**src/rtl/mem_port_arbiter_if.sv**
```systemverilog
// Shared memory port bundle: core requester, debug/loader requester and the memory itself.
// The arbiter takes the slave view; requesters and the memory model take the master view.
interface mem_port_arbiter_if #(
  parameter int ADDR_W = 32,
  parameter int DATA_W = 32
);
  logic              core_req;
  logic              core_we;
  logic [ADDR_W-1:0] core_addr;
  logic [DATA_W-1:0] core_wdata;
  logic              core_gnt;
  logic              core_stall;
  logic              core_rvalid;
  logic [DATA_W-1:0] core_rdata;

  logic              dbg_req;
  logic              dbg_we;
  logic [ADDR_W-1:0] dbg_addr;
  logic [DATA_W-1:0] dbg_wdata;
  logic              dbg_gnt;
  logic              dbg_rvalid;
  logic [DATA_W-1:0] dbg_rdata;
  logic              dbg_halt;

  logic              mem_re;
  logic              mem_we;
  logic [ADDR_W-1:0] mem_addr;
  logic [DATA_W-1:0] mem_wdata;
  logic [DATA_W-1:0] mem_rdata;

  modport slave (
    input  core_req, core_we, core_addr, core_wdata,
    output core_gnt, core_stall, core_rvalid, core_rdata,
    input  dbg_req, dbg_we, dbg_addr, dbg_wdata, dbg_halt,
    output dbg_gnt, dbg_rvalid, dbg_rdata,
    output mem_re, mem_we, mem_addr, mem_wdata,
    input  mem_rdata
  );

  modport master (
    output core_req, core_we, core_addr, core_wdata,
    input  core_gnt, core_stall, core_rvalid, core_rdata,
    output dbg_req, dbg_we, dbg_addr, dbg_wdata, dbg_halt,
    input  dbg_gnt, dbg_rvalid, dbg_rdata,
    input  mem_re, mem_we, mem_addr, mem_wdata,
    output mem_rdata
  );
endinterface

```
**src/rtl/mem_port_arbiter.sv**
```systemverilog
// Single shared memory port arbiter between the core control path and a debug/loader port.
// Grants are combinational; read data is routed back to its owner one cycle after the grant.
module mem_port_arbiter #(
  parameter int ADDR_W       = 32,
  parameter int DATA_W       = 32,
  parameter int MAX_CORE_RUN = 4
) (
  input  logic               clock,
  input  logic               reset,
  mem_port_arbiter_if.slave  bus
);

  localparam int N_REQ = 2;
  localparam int CORE  = 0;
  localparam int DBG   = 1;
  localparam int CNT_W = $clog2(MAX_CORE_RUN + 1);
  localparam logic [CNT_W-1:0] RUN_MAX = CNT_W'(MAX_CORE_RUN);

  typedef enum logic [1:0] {
    OWN_NONE = 2'd0,
    OWN_CORE = 2'd1,
    OWN_DBG  = 2'd2
  } owner_t;

  logic [CNT_W-1:0]  run_cnt_reg, run_cnt_next;
  owner_t            rd_owner_reg, rd_owner_next;
  logic              run_at_max;
  logic              core_gnt, dbg_gnt;
  logic [N_REQ-1:0]  we_vec, gnt_vec, rvalid_vec;
  logic [ADDR_W-1:0] addr_arr  [N_REQ];
  logic [DATA_W-1:0] wdata_arr [N_REQ];
  logic [DATA_W-1:0] rdata_arr [N_REQ];

  assign we_vec           = {bus.dbg_we, bus.core_we};
  assign addr_arr[CORE]   = bus.core_addr;
  assign addr_arr[DBG]    = bus.dbg_addr;
  assign wdata_arr[CORE]  = bus.core_wdata;
  assign wdata_arr[DBG]   = bus.dbg_wdata;

  // Debug wins when the core is halted, when it is alone, or once the core used up its run.
  assign run_at_max = (run_cnt_reg == RUN_MAX);
  assign dbg_gnt    = ~reset & bus.dbg_req
                    & (bus.dbg_halt | ~bus.core_req | run_at_max);
  assign core_gnt   = ~reset & bus.core_req & ~bus.dbg_halt
                    & ~(bus.dbg_req & run_at_max);
  assign gnt_vec    = {dbg_gnt, core_gnt};

  // Grants are one-hot, so the port mux is a plain OR over the granted slot.
  always_comb begin
    bus.mem_re    = 1'b0;
    bus.mem_we    = 1'b0;
    bus.mem_addr  = '0;
    bus.mem_wdata = '0;
    for (int i = 0; i < N_REQ; i++) begin
      if (gnt_vec[i]) begin
        bus.mem_re    = ~we_vec[i];
        bus.mem_we    = we_vec[i];
        bus.mem_addr  = addr_arr[i];
        bus.mem_wdata = wdata_arr[i];
      end
    end
  end

  always_comb begin
    run_cnt_next  = run_cnt_reg;
    rd_owner_next = OWN_NONE;
    if (!bus.dbg_req || dbg_gnt) begin
      run_cnt_next = '0;
    end else if (core_gnt && !run_at_max) begin
      run_cnt_next = run_cnt_reg + CNT_W'(1);
    end
    if (core_gnt && !bus.core_we) begin
      rd_owner_next = OWN_CORE;
    end else if (dbg_gnt && !bus.dbg_we) begin
      rd_owner_next = OWN_DBG;
    end
  end

  always_ff @(posedge clock) begin
    if (reset) begin
      run_cnt_reg  <= '0;
      rd_owner_reg <= OWN_NONE;
    end else begin
      run_cnt_reg  <= run_cnt_next;
      rd_owner_reg <= rd_owner_next;
    end
  end

  // Return path depends only on last cycle's owner, so it overlaps freely with new grants.
  // Gating with reset drops a read that was in flight when reset arrived.
  genvar gi;
  generate
    for (gi = 0; gi < N_REQ; gi++) begin : g_ret
      localparam owner_t SLOT_OWNER = (gi == CORE) ? OWN_CORE : OWN_DBG;
      assign rvalid_vec[gi] = ~reset & (rd_owner_reg == SLOT_OWNER);
      assign rdata_arr[gi]  = rvalid_vec[gi] ? bus.mem_rdata : '0;
    end
  endgenerate

  assign bus.core_gnt    = core_gnt;
  assign bus.core_stall  = bus.core_req & ~core_gnt;
  assign bus.core_rvalid = rvalid_vec[CORE];
  assign bus.core_rdata  = rdata_arr[CORE];
  assign bus.dbg_gnt     = dbg_gnt;
  assign bus.dbg_rvalid  = rvalid_vec[DBG];
  assign bus.dbg_rdata   = rdata_arr[DBG];

endmodule

```
**src/flat_wrapper.sv**
```systemverilog
// flat-port wrapper written by rule: the top's interface ports become plain ports
module mem_port_arbiter_flat 
#(
  parameter int ADDR_W       = 32,
  parameter int DATA_W       = 32,
  parameter int MAX_CORE_RUN = 4
)
  (clock, reset, bus_core_req, bus_core_we, bus_core_addr, bus_core_wdata, bus_core_gnt, bus_core_stall, bus_core_rvalid, bus_core_rdata, bus_dbg_req, bus_dbg_we, bus_dbg_addr, bus_dbg_wdata, bus_dbg_halt, bus_dbg_gnt, bus_dbg_rvalid, bus_dbg_rdata, bus_mem_re, bus_mem_we, bus_mem_addr, bus_mem_wdata, bus_mem_rdata);
  mem_port_arbiter_if #(.ADDR_W(ADDR_W), .DATA_W(DATA_W)) bus_i ();
  input  logic clock;
  input  logic reset;
  input wire logic [$bits(bus_i.core_req)-1:0] bus_core_req;
  input wire logic [$bits(bus_i.core_we)-1:0] bus_core_we;
  input wire logic [$bits(bus_i.core_addr)-1:0] bus_core_addr;
  input wire logic [$bits(bus_i.core_wdata)-1:0] bus_core_wdata;
  output wire logic [$bits(bus_i.core_gnt)-1:0] bus_core_gnt;
  output wire logic [$bits(bus_i.core_stall)-1:0] bus_core_stall;
  output wire logic [$bits(bus_i.core_rvalid)-1:0] bus_core_rvalid;
  output wire logic [$bits(bus_i.core_rdata)-1:0] bus_core_rdata;
  input wire logic [$bits(bus_i.dbg_req)-1:0] bus_dbg_req;
  input wire logic [$bits(bus_i.dbg_we)-1:0] bus_dbg_we;
  input wire logic [$bits(bus_i.dbg_addr)-1:0] bus_dbg_addr;
  input wire logic [$bits(bus_i.dbg_wdata)-1:0] bus_dbg_wdata;
  input wire logic [$bits(bus_i.dbg_halt)-1:0] bus_dbg_halt;
  output wire logic [$bits(bus_i.dbg_gnt)-1:0] bus_dbg_gnt;
  output wire logic [$bits(bus_i.dbg_rvalid)-1:0] bus_dbg_rvalid;
  output wire logic [$bits(bus_i.dbg_rdata)-1:0] bus_dbg_rdata;
  output wire logic [$bits(bus_i.mem_re)-1:0] bus_mem_re;
  output wire logic [$bits(bus_i.mem_we)-1:0] bus_mem_we;
  output wire logic [$bits(bus_i.mem_addr)-1:0] bus_mem_addr;
  output wire logic [$bits(bus_i.mem_wdata)-1:0] bus_mem_wdata;
  input wire logic [$bits(bus_i.mem_rdata)-1:0] bus_mem_rdata;
  assign bus_i.core_req = bus_core_req;
  assign bus_i.core_we = bus_core_we;
  assign bus_i.core_addr = bus_core_addr;
  assign bus_i.core_wdata = bus_core_wdata;
  assign bus_core_gnt = bus_i.core_gnt;
  assign bus_core_stall = bus_i.core_stall;
  assign bus_core_rvalid = bus_i.core_rvalid;
  assign bus_core_rdata = bus_i.core_rdata;
  assign bus_i.dbg_req = bus_dbg_req;
  assign bus_i.dbg_we = bus_dbg_we;
  assign bus_i.dbg_addr = bus_dbg_addr;
  assign bus_i.dbg_wdata = bus_dbg_wdata;
  assign bus_i.dbg_halt = bus_dbg_halt;
  assign bus_dbg_gnt = bus_i.dbg_gnt;
  assign bus_dbg_rvalid = bus_i.dbg_rvalid;
  assign bus_dbg_rdata = bus_i.dbg_rdata;
  assign bus_mem_re = bus_i.mem_re;
  assign bus_mem_we = bus_i.mem_we;
  assign bus_mem_addr = bus_i.mem_addr;
  assign bus_mem_wdata = bus_i.mem_wdata;
  assign bus_i.mem_rdata = bus_mem_rdata;
  mem_port_arbiter #(.ADDR_W(ADDR_W), .DATA_W(DATA_W), .MAX_CORE_RUN(MAX_CORE_RUN)) u_core (.clock(clock), .reset(reset), .bus(bus_i));
endmodule
```
**config.mk**
```make
export PLATFORM = sky130hd
export DESIGN_NAME = mem_port_arbiter_flat
export DESIGN_NICKNAME = d
export VERILOG_FILES = /design/src/rtl/mem_port_arbiter_if.sv /design/src/rtl/mem_port_arbiter.sv /design/src/flat_wrapper.sv
export SDC_FILE = /design/constraint.sdc
export NUM_CORES = 1
export LEC_CHECK = 0
export BUFFER_PORTS_ARGS = -buffer_cell sky130_fd_sc_hd__buf_2
export CAP_MARGIN = 10
export CORE_AREA = 2 2 118 120
export CTS_BUF_LIST = sky130_fd_sc_hd__clkbuf_8
export DETAILED_ROUTE_END_ITERATION = 10
export DIE_AREA = 0 0 120 122
export PLACE_DENSITY = 0.48
export SYNTH_ARGS = -nofsm -noshare
export SYNTH_HDL_FRONTEND = slang
export SYNTH_SLANG_ARGS = --single-unit
```
**constraint.sdc**
```tcl
create_clock -name clock -period 2.9 [get_ports clock]
set_input_delay 0.29 -clock clock [delete_from_list [all_inputs] [get_ports clock]]
set_output_delay 0.29 -clock clock [all_outputs]
set_load 0.01 [all_outputs]
```
# == Yosys cells after proc, flatten, opt, wreduce, memory -nomap -nowiden ==
# Cells that the tools add are included.
# Widths: inputs -> output; s select.
# op_classes
add_sub_neg,1
n_eq_ne,3
n_mux,12
bitwise_logic,18
reduce_logical,10
# ops
cell,count
$mux 32,6
$and 1x1->1,9
$not 1->1,7
$mux 1,5
$logic_not 1->1,4
$reduce_or 2->1,2
$add 3x1->3 const B,1
$eq 3x3->1 const B,1
$logic_and 1x1->1,3
$eq 2x1->1 const B,1
$eq 2x2->1 const B,1
$mux 2,1
$or 1x1->1,2
$logic_or 1x1->1,1
# word_totals
register_bits,5
in_bits,167
out_inout_bits,135
wordCells,47

# == Longest topological paths before layout ==
# Gate-level depths: netlist (run 1).
# depth
word_depth,7
depth_mapped,7
ltp_nobuf,5

# == Least setup slack after synthesis (run 1) ==
# No wires, ideal clock.
# synth_path
kind,register -> output
startpoint,register u_core.run_cnt_reg[0]
endpoint,output port bus_mem_addr[23]
arrival_time_ns,1.411
t_required_ns,2.610
slack_ns,1.199
path_stages_with_launch,8
path_buffers,2
path_cell_list,dfxtp_1 -> inv_1 -> ha_1 -> and3_1 -> nor3_2 -> buf_4 -> buf_4 -> a22o_1
# synth_between
elab_chain_cells,6
word_cells_on_any_way,8
classes_between,eq/ne: 1; mux: 2; bitwise: 5
# synth_rtl
item,line_no,text
start: declaration,mem_port_arbiter.sv:25,"logic [CNT_W-1:0] run_cnt_reg, run_cnt_next;"
start signal: assignment,mem_port_arbiter.sv:84,run_cnt_reg <= run_cnt_next;
$eq 3x3->1 (*),mem_port_arbiter.sv:41,assign run_at_max = (run_cnt_reg == RUN_MAX);
$and 1x1->1,mem_port_arbiter.sv:45,& ~(bus.dbg_req & run_at_max);
$not 1->1,mem_port_arbiter.sv:45,
$and 1x1->1,mem_port_arbiter.sv:45,
$mux 32,mem_port_arbiter.sv:55,if (gnt_vec[i]) begin
$mux 32 (*),mem_port_arbiter.sv:55,
end: declaration,flat_wrapper.sv:30,output wire logic [$bits(bus_i.mem_addr)-1:0] bus_mem_addr;
# Every way passes the cells marked *; elsewhere a longest branch is shown, timed or not.

# == Final worst setup path (run 1) ==
# layout_path
startpoint,register u_core.run_cnt_reg[0]
endpoint,output port bus_mem_wdata[13]
# layout_between
elab_chain_cells,6
word_cells_on_any_way,8
classes_between,eq/ne: 1; mux: 2; bitwise: 5
# layout_rtl
item,line_no,text
$eq 3x3->1 (*),mem_port_arbiter.sv:41,
$and 1x1->1,mem_port_arbiter.sv:45,
$not 1->1,mem_port_arbiter.sv:45,
$and 1x1->1,mem_port_arbiter.sv:45,
$mux 32,mem_port_arbiter.sv:55,
$mux 32 (*),mem_port_arbiter.sv:55,
end: declaration,flat_wrapper.sv:31,output wire logic [$bits(bus_i.mem_wdata)-1:0] bus_mem_wdata;
# Marks and branches as above.

==> results of run 1 <==
final timing paths:
check / cells past startpoint / endpoint / slack [ns] / start
worst max-delay path: 7 / bus_mem_wdata[13] / 0.47 / u_core.run_cnt_reg[0]
worst min-delay path: 2 / u_core.rd_owner_reg[0] / 0.27 / bus_core_we
worst max register to register: 6 / u_core.rd_owner_reg[1] / 1.34 / u_core.run_cnt_reg[0]
worst min register to register: 1 / u_core.run_cnt_reg[0] / 0.47 / u_core.run_cnt_reg[0]
power by group:
part	switching [uW]	internal [uW]	leakage, uW	total, uW
sequential	0.827	70.5	0.0000406	71.4
clock	32.4	90.6	0.0000269	123
combinational	152	172	0.00189	324
through the flow:
step / hold WS, ns / util (%) / total power [uW] / instance area (sq um) / setup WS [ns]
4_1_cts: 0.267 / 22.7 / 526 / 3060 / 0.447
2_1_floorplan: 0.381 / - / 206 / 1350 / 1.20
6_report: 0.271 / 22.7 / 518 / 3070 / 0.469
5_1_grt: 0.264 / 22.7 / 555 / 3060 / 0.345
3_5_place_dp: 0.463 / 22.4 / 398 / 3020 / 0.689
3_3_place_gp: 0.449 / 22.4 / 395 / 3020 / 0.728
cell families (layout without fill, tap and decap cells):
family / count (synthesis) / in the layout
fa+ha+maj: 2 / 2
simple gates: 79 / 79
compound gates: 67 / 67
other cells: 0 / 1
xor+xnor: 1 / 1
flops: 5 / 5
buf+inv: 24 / 313
final cells by class:
| type | instances | area, sq um |
|---|---|---|
| inverter | 4 | 15.0 |
| fill | 1513 | 10400 |
| tap | 180 | 225 |
| timing repair buffer | 305 | 1540 |
| clock buffer | 3 | 41.3 |
| multi-input combinational | 149 | 1140 |
| sequential | 5 | 100 |
| clock inverter | 1 | 3.75 |
| antenna | 1 | 2.50 |
layer usage:
layer	track usage [%]	wire length (um)	vias up	part of all wire (%)
li1	-	-	1233	-
met1	10.0	3040	1149	37
met2	19.0	4280	179	52
met3	1.78	849	2	10
met4	1.32	27	0	0.33
met5	0	0	-	0
cell usage in the layout (no fill, tap or decap):
cell type	Yosys	final
buf_2	8	301
and2_1	65	65
a22o_1	65	65
inv_1	4	5
dfxtp_1	5	5
buf_4	7	4
nor3_1	3	3
clkbuf_8	0	3
nor3b_2	0	2
nand2_1	2	2
nor2b_1	2	2
ha_1	2	2
diode_2	0	1
nand2b_4	1	1
a21oi_4	0	1
nand2b_1	1	1
and3_1	1	1
nor3_4	0	1
nor4_1	1	1
a21o_1	1	1
xnor2_1	1	1
critical path, stage by stage, from the launching register on:
cell,delay [ns]
dfxtp_1,0.34
inv_1,0.05
ha_1,0.19
and3_1,0.22
nor3_4,0.11
buf_4,0.54
a22o_1,0.26
buf_2,0.14
==> flow_summary_export.csv, run 1 <==
group,metric,value,unit
route,routed_via_density,3.96,
sta,final-max-slew-violation-count,0,
yosys,yosys.area_share.simple,37.1,%
sta,setup-tns-final,0,ns
worst_setup_path,path_class,"register to output port",
route,drtIter0Drc,65,
grt,grt_max_degree,69,
floorplanning,fp-row-count,43,
yosys,synth_fa_ha_area_share,1.86,%
yosys,synth_edf_count,0,
worst_setup_path,crit_fanout,67,
floorplanning,die_area,14600,sq um
placed_design,io_buffers,301,
worst_setup_path,start_kind,"register",
yosys,syn_area,1350,sq um
route,wl_per_cell,12.6,um
sta,finalClockSkew,0.00105,ns
power_and_ir_drop,p_leak,0.00196,uW
route,firstDrtPassIters,4,
route,ant_nets,0,
sta,tightest_slew,0.726,ns
sta,rsz0062_at_grt,"no",
sta,finalSetupViolations,0,
yosys,postSynth.asyncResetShare,0,%
grt,grt_overflow,0,
yosys,synthDistinctLibCells,20,
sta,hold_viol,0,
grt,grt_pass1_vias,2253,
yosys,synthMuxAreaShare,0,%
yosys,synth_compound_area_share,43.5,%
status,status,"finished, final reports clean",
clock_network,cts-resized-gates,0,
yosys,ys_ff_latch,5,
job,max_cap_violations,0,
sta,fin_crit_sh,83.8,%
power_and_ir_drop,ir_drop,0.000112,V
yosys,avgSynthCellArea,7.56,sq um
yosys,syn-num-nets,347,
route,wl,8.20,mm
worst_setup_path,cp_data_arrival_time,2.14,ns
yosys,yosysTopAreaCell,"a22o_1",
grt,grt_usage,9.32,%
sta,worst_slew_margin_rel,51.6,%
layout,largest_register_ffs,3,
grt,antenna_found_initial,1,
clock_network,cts_made_buffers,3,
route,vias,2563,
clock_network,cts.path.max_buffers,2,
clock_network,clockRootBuffer,"clkbuf_8",
layout,fin_cells,648,
hold_path,hp-class,"input pin to register",
yosys,synth_area_leaders,"a22o_1, and2_1, dfxtp_1",
yosys,yosysWarnings,0,
yosys,yosysTopAreaCellShare,42.3,%
grt,grt_pass1_wl,10.9,mm
layout,drive_gt1_share,67.0,%
sta,clock.fmax,411,MHz
sta,min_period,2.43,ns
yosys,ys_seq_area_share,7.44,%
yosys,synth_top_family_by_area,"compound AO/OA/AOI/OAI gates",
clock_network,path_clk_slew,0.04,ns
clock_network,htreeDepth,1,
yosys,synthTopCellsByCount,"a22o_1, and2_1, buf_2",
clock_network,hold_buffers,0,
placed_design,placedCellCount,643,
layout,final_nets,637,
power_and_ir_drop,power_density,169,nW/um^2
clock_network,clk_latency,0.22,ns
worst_setup_path,required,2.61,ns
placed_design,hpwl,7.07,mm
layout,area_delta_synth_final,128,%
worst_setup_path,end_kind,"output port",
yosys,syn_inst,178,
floorplanning,start_util,9.96,%
clock_network,cts_setup_buffers,0,
clock_network,cts.sinks,5,
yosys,synthXorXnorAreaFrac,0.651,%
floorplanning,die_h,122,um
route,drc_errors,0,
floorplanning,pin_count,302,
placed_design,gp_congestion,0.707,
floorplanning,die_x,120,um
clock_network,cts_tree,"done",
yosys,synth-main-ff-cell,"dfxtp_1",
floorplanning,core_area,13500,sq um
Note: power is estimated with default switching activity, not from simulation.
==> inputs of run 2 (changes only) <==
--- a/config.mk
+++ b/config.mk
@@ -11,7 +11,7 @@
 export CTS_BUF_LIST = sky130_fd_sc_hd__clkbuf_8
 export DETAILED_ROUTE_END_ITERATION = 10
 export DIE_AREA = 0 0 120 122
-export PLACE_DENSITY = 0.48
+export PLACE_DENSITY = 0.49
 export SYNTH_ARGS = -nofsm -noshare
 export SYNTH_HDL_FRONTEND = slang
 export SYNTH_SLANG_ARGS = --single-unit
==> constraint.sdc (replaced) <==
create_clock -name clock -period 2.1 [get_ports clock]
set_input_delay 0.21 -clock clock [delete_from_list [all_inputs] [get_ports clock]]
set_output_delay 0.21 -clock clock [all_outputs]
set_load 0.01 [all_outputs]
==> run 2 against run 1 <==
  * Total power grew 46%
  * Wire length grew 20%
  * First-iteration DRC count is the same
  * Combinational power is 49% higher
  * Clock power is 41% higher
  * Register-to-register slack lost 0.47 ns
  * Sequential share of layout area shrank 0.14 points
  * Largest cell class unchanged
==> flow_summary_export.csv, run 2 (same netlist as run 1, synthesis figures left out) <==
group,metric,value,unit
worst_setup_path,ff2ff_setup_slack,0.87,ns
worst_setup_path,cp_data_arrival_time,1.81,ns
worst_setup_path,start_kind,"register",
grt,grt_pass1_vias,2215,
worst_setup_path,critPathBufInv,4,
layout,layout_commonest_cell,"buf_2",
layout,diodes,0,
grt,grt_use_met1,12.0,%
clock_network,htreeDepth,1,
layout,fin_cells,656,
placed_design,hpwl,7.76,mm
hold_path,hp-start,"bus_core_we",
job,max_cap_violations,0,
clock_network,cts.path.max_buffers,2,
worst_setup_path,crit_family,"buffers and inverters",
clock_network,hold_buffers,0,
route,routed_via_density,3.94,
layout,fill_cells,1526,
layout,drive_gt1_share,68.1,%
placed_design,io_buffers,301,
worst_setup_path,cp.depth,8,
hold_path,hold_depth,2,
sta,hold_viol,0,
sta,tightest_slew,0.346,ns
sta,final-max-slew-violation-count,0,
power_and_ir_drop,power_density,233,nW/um^2
grt,grt_usage,10.4,%
grt,grt_pass1_wl,11.9,mm
clock_network,path_clk_slew,0.04,ns
layout,largest_register_ffs,3,
floorplanning,die_h,122,um
placed_design,gp_congestion,0.756,
layout,final_cell_mix,"buf_2, and2_1, a22o_1, inv_1",
power_and_ir_drop,p_leak,0.00203,uW
floorplanning,fp-row-count,43,
worst_setup_path,end_kind,"output port",
power_and_ir_drop,ir_drop,0.000109,V
sta,finalSetupViolations,0,
route,drc_errors,0,
hold_path,whs_endpoint,"u_core.rd_owner_reg[0]",
route,drtIter0Drc,65,
clock_network,clockRootBuffer,"clkbuf_8",
route,vias,2584,
sta,clock.fmax,496,MHz
worst_setup_path,critPathSlowestCell,"dfxtp_2",
grt,met2_usage,19.8,%
hold_path,hp-class,"input pin to register",
clock_network,clk_latency,0.22,ns
route,wl_per_cell,15.0,um
placed_design,placedCellCount,645,
worst_setup_path,worst_r2r_startpoint,"u_core.run_cnt_reg[0]",
floorplanning,pin_count,302,
worst_setup_path,max_stage_delay,0.33,ns
grt,busiest_layer,"met2",
grt,grt_max_degree,56,
sta,worst_slew_margin_rel,76.7,%
grt,met3_usage,2.39,%
sta,finalClockSkew,0.00327,ns
worst_setup_path,path_class,"register to output port",
floorplanning,start_util,9.96,%
status,status,"finished, final reports clean",
worst_setup_path,path_cells,"inv_1, ha_1, and3_4, nor3_4, buf_4, buf_6, a22o_1, buf_2",
layout,final_nets,646,
worst_setup_path,required,1.89,ns
placed_design,placed_area,3060,sq um
worst_setup_path,rr_worst_depth,6,
clock_network,cts.sinks,5,
clock_network,cts_tree,"done",
floorplanning,die_area,14600,sq um
route,firstDrtPassIters,5,
route,ant_nets,0,
floorplanning,core_area,13500,sq um
layout,area_delta_synth_final,141,%
layout,final_cell_area,3240,sq um
sta,fin_crit_sh,96.0,%
route,wl,9.85,mm
worst_setup_path,crit_fanout,13,
worst_setup_path,crit-reg2reg-capture,"u_core.rd_owner_reg[1]",
floorplanning,die_x,120,um
grt,grt_overflow,0,
grt,antenna_found_initial,1,
clock_network,cts_made_buffers,3,
sta,min_period,2.02,ns
## run 2: changes by cell type in the layout (fill, tap and decap cells not counted), sizes merged
| cell | change |
|---|---|
| diode | -1 |
| buf | +6 |
| clkbuf | +3 |
## run 2: area by class of cell
cell class	instances	area [sq um]	area share (%)
clock inverter	1	3.75	0.116
multi-input combinational	149	1150	35.4
inverter	4	15.0	0.463
timing repair buffer	314	1710	52.7
tap	180	225	6.95
sequential	5	101	3.13
clock buffer	3	41.3	1.27
## run 2: what timing repair did
item | in CTS | in global routing
buffers inserted | 0 | 2
endpoints found under the setup margin | 0 | 49
gates resized for setup | 0 | 7
## run 2: through the flow
step,power [uW],setup WS (ns),setup TNS (ns),util (%),hold WS (ns)
detailed placement,558,0.279,0,22.7,0.423
global placement,557,0.318,0,22.7,0.420
finish,754,0.0847,0,24.0,0.192
floorplan,284,0.479,0,-,0.301
CTS,738,0.0359,0,23.0,0.188
global route,816,-0.00661,-0.0491,24.0,0.188
## run 2: worst max-delay path by stage
stage	from	end	slack [ns]
final	u_core.run_cnt_reg[0]	bus_mem_addr[6]	0.08
after global routing	u_core.run_cnt_reg[0]	bus_mem_addr[29]	-0.007
after CTS	u_core.run_cnt_reg[0]	bus_mem_addr[14]	0.04
after detailed placement	u_core.run_cnt_reg[0]	bus_mem_addr[14]	0.28
after global placement	u_core.run_cnt_reg[0]	bus_mem_addr[14]	0.32
after floorplan	u_core.run_cnt_reg[0]	bus_mem_addr[23]	0.48
## run 2: where the power goes
part / switching (uW) / internal (uW)
registers: 1.13 / 97.5
clock network: 47.8 / 125
logic: 221 / 262
## run 2: routing by layer
layer	vias to the layer above	wire length (um)
met1	1145	3750
met5	-	11
met2	177	5130
met4	2	68
met3	8	888
li1	1252	-
## run 2: worst reg2reg max path: cells and delay by family (launching register included)
kind,cells,cell delay (ns)
flops,1,0.33
fa+ha+maj,1,0.20
compound gates,1,0.08
buf+inv,2,0.21
simple gates,2,0.30
==> inputs of run 3 (changes only) <==
--- a/config.mk
+++ b/config.mk
@@ -11,7 +11,7 @@
 export CTS_BUF_LIST = sky130_fd_sc_hd__clkbuf_8
 export DETAILED_ROUTE_END_ITERATION = 10
 export DIE_AREA = 0 0 120 122
-export PLACE_DENSITY = 0.49
+export PLACE_DENSITY = 0.48
 export SYNTH_ARGS = -nofsm -noshare
 export SYNTH_HDL_FRONTEND = slang
 export SYNTH_SLANG_ARGS = --single-unit
==> constraint.sdc (replaced) <==
create_clock -name clock -period 2.47 [get_ports clock]
set_input_delay 0.247 -clock clock [delete_from_list [all_inputs] [get_ports clock]]
set_output_delay 0.247 -clock clock [all_outputs]
set_load 0.01 [all_outputs]
==> run 3 against run 2 <==
  * Sequential share of layout area up 0.10 points
  * Count of clock-buffer cells in the layout stayed put
  * Sequential cell count did not move
  * Die area unchanged
  * Design area down 4.3%
  * Worst setup slack gained 0.25 ns
  * Highest routed layer unchanged
  * Clock power decreased by 14%
  * Core utilization down 1.0 points
  * Clock skew shrank 0.0016 ns
  * Hold slack better by 0.032 ns
==> flow_summary_export.csv, run 3 (same netlist as run 1, synthesis figures left out) <==
group,metric,value,unit
power_and_ir_drop,p_leak,0.00197,uW
route,vias,2596,
layout,fin_cells,650,
layout,seq_area,100,sq um
placed_design,placedCellCount,644,
status,status,"finished, final reports clean",
worst_setup_path,crit_fanout,67,
floorplanning,pin_count,302,
sta,setup_ws,0.336,ns
power_and_ir_drop,ir_drop,0.0000973,V
sta,tightest_slew,0.366,ns
clock_network,cts.path.max_buffers,2,
worst_setup_path,critPathBufInv,3,
worst_setup_path,cp_data_arrival_time,1.89,ns
clock_network,cts_setup_buffers,0,
route,ant_nets,0,
placed_design,hpwl,7.18,mm
hold_path,hp-class,"input pin to register",
hold_path,hold_depth,2,
power_and_ir_drop,finalPower,618,uW
grt,grt_overflow,0,
worst_setup_path,critPathSlowestCell,"dfxtp_1",
floorplanning,die_h,122,um
clock_network,cts_tree,"done",
worst_setup_path,end_kind,"output port",
clock_network,hold_buffers,0,
worst_setup_path,cp.depth,7,
floorplanning,fp-row-count,43,
layout,multi_input_area,1140,sq um
sta,finalSetupViolations,0,
sta,finalClockSkew,0.00167,ns
clock_network,cts-resized-gates,0,
clock_network,clk_latency,0.22,ns
sta,hold_viol,0,
route,wl_per_cell,12.8,um
worst_setup_path,crit_family,"buffers and inverters",
route,wl,8.31,mm
sta,setup-tns-final,0,ns
worst_setup_path,required,2.22,ns
grt,grt_usage,9.63,%
layout,layout_commonest_cell,"buf_2",
sta,holdWs,0.225,ns
placed_design,io_buffers,301,
grt,grt_pass1_wl,11.4,mm
sta,clock.fmax,469,MHz
route,drtIter0Drc,56,
placed_design,gp_congestion,0.709,
worst_setup_path,path_class,"register to output port",
worst_setup_path,rr_worst_depth,6,
worst_setup_path,start_kind,"register",
route,drc_errors,0,
placed_design,dp_worst_setup_slack,0.569,ns
sta,worst_slew_margin_rel,75.5,%
floorplanning,core_area,13500,sq um
sta,rsz0062_at_grt,"no",
worst_setup_path,max_stage_delay,0.34,ns
layout,largest_register_ffs,3,
layout,fill_cells,1496,
sta,fin_crit_sh,86.4,%
sta,min_period,2.13,ns
floorplanning,start_util,9.96,%
clock_network,path_clk_slew,0.04,ns
clock_network,htreeDepth,1,
layout,final_nets,638,
route,routed_via_density,3.99,
grt,grt_max_degree,68,
floorplanning,die_area,14600,sq um
job,max_cap_violations,0,
layout,drive_gt1_share,67.1,%
route,firstDrtPassIters,7,
floorplanning,die_x,120,um
grt,antenna_found_initial,3,
layout,final_cell_mix,"buf_2, and2_1, a22o_1, inv_1, dfxtp_1",
worst_setup_path,path_cells,"inv_1, ha_1, and3_1, nor3_4, buf_12, a22o_1, buf_2",
clock_network,cts.sinks,5,
sta,final-max-slew-violation-count,0,
clock_network,clockRootBuffer,"clkbuf_8",
layout,area_delta_synth_final,131,%
clock_network,cts_made_buffers,3,
power_and_ir_drop,power_density,199,nW/um^2
grt,grt_pass1_vias,2342,
-- run 3: cell types whose count changed in the layout (fill, tap and decap cells not counted) --
| cell | previous run | this run |
|---|---|---|
| and3_4 | 1 | 0 |
| buf_4 | 4 | 3 |
| dfxtp_2 | 1 | 0 |
| diode_2 | 0 | 2 |
| clkbuf_16 | 3 | 0 |
| dfxtp_1 | 4 | 5 |
| buf_8 | 1 | 0 |
| and3_1 | 0 | 1 |
| buf_6 | 4 | 0 |
| buf_2 | 300 | 301 |
-- run 3: where the power goes --
| part | total [uW] | leakage (uW) | internal [uW] | switching (uW) |
|---|---|---|---|---|
| logic | 386 | 0.00190 | 207 | 178 |
| clock network | 149 | 0.0000269 | 107 | 42.1 |
| registers | 83.7 | 0.0000406 | 82.7 | 0.939 |
| total | 618 | 0.00197 | 397 | 222 |
-- run 3: layout make-up --
| class | instances | area share [%] |
|---|---|---|
| diodes | 2 | 0.161 |
| well taps | 180 | 7.26 |
| clock inverters | 1 | 0.121 |
| flip-flops and latches | 5 | 3.23 |
| inverters | 4 | 0.484 |
| clock buffers | 3 | 1.33 |
| repair buffers | 306 | 50.6 |
| multi-input cells | 149 | 36.8 |
-- run 3: per-stage QoR --
step | area [sq um] | utilization (%)
after floorplan | 1350 | -
after global placement | 3050 | 22.6
after detailed placement | 3050 | 22.6
after CTS | 3100 | 22.9
after global routing | 3100 | 23.0
final | 3100 | 23.0
-- run 3: path summary, 6_finish.rpt --
kind	startpoint	end	slack [ns]
max	u_core.run_cnt_reg[0]	bus_mem_wdata[13]	0.34
min reg2reg	u_core.run_cnt_reg[0]	u_core.run_cnt_reg[0]	0.46
max reg2reg	u_core.run_cnt_reg[0]	u_core.rd_owner_reg[1]	1.13
min	bus_core_we	u_core.rd_owner_reg[0]	0.22
-- run 3: metal layers --
layer  global-route usage, %  up-vias  part of all wire [%]
met2                    19.6      200                    52
li1                        -     1237                     -
met1                    10.4     1149                    36
met4                    1.40        2                  0.82
met3                    1.78        8                    11
met5                       0        -                  0.16
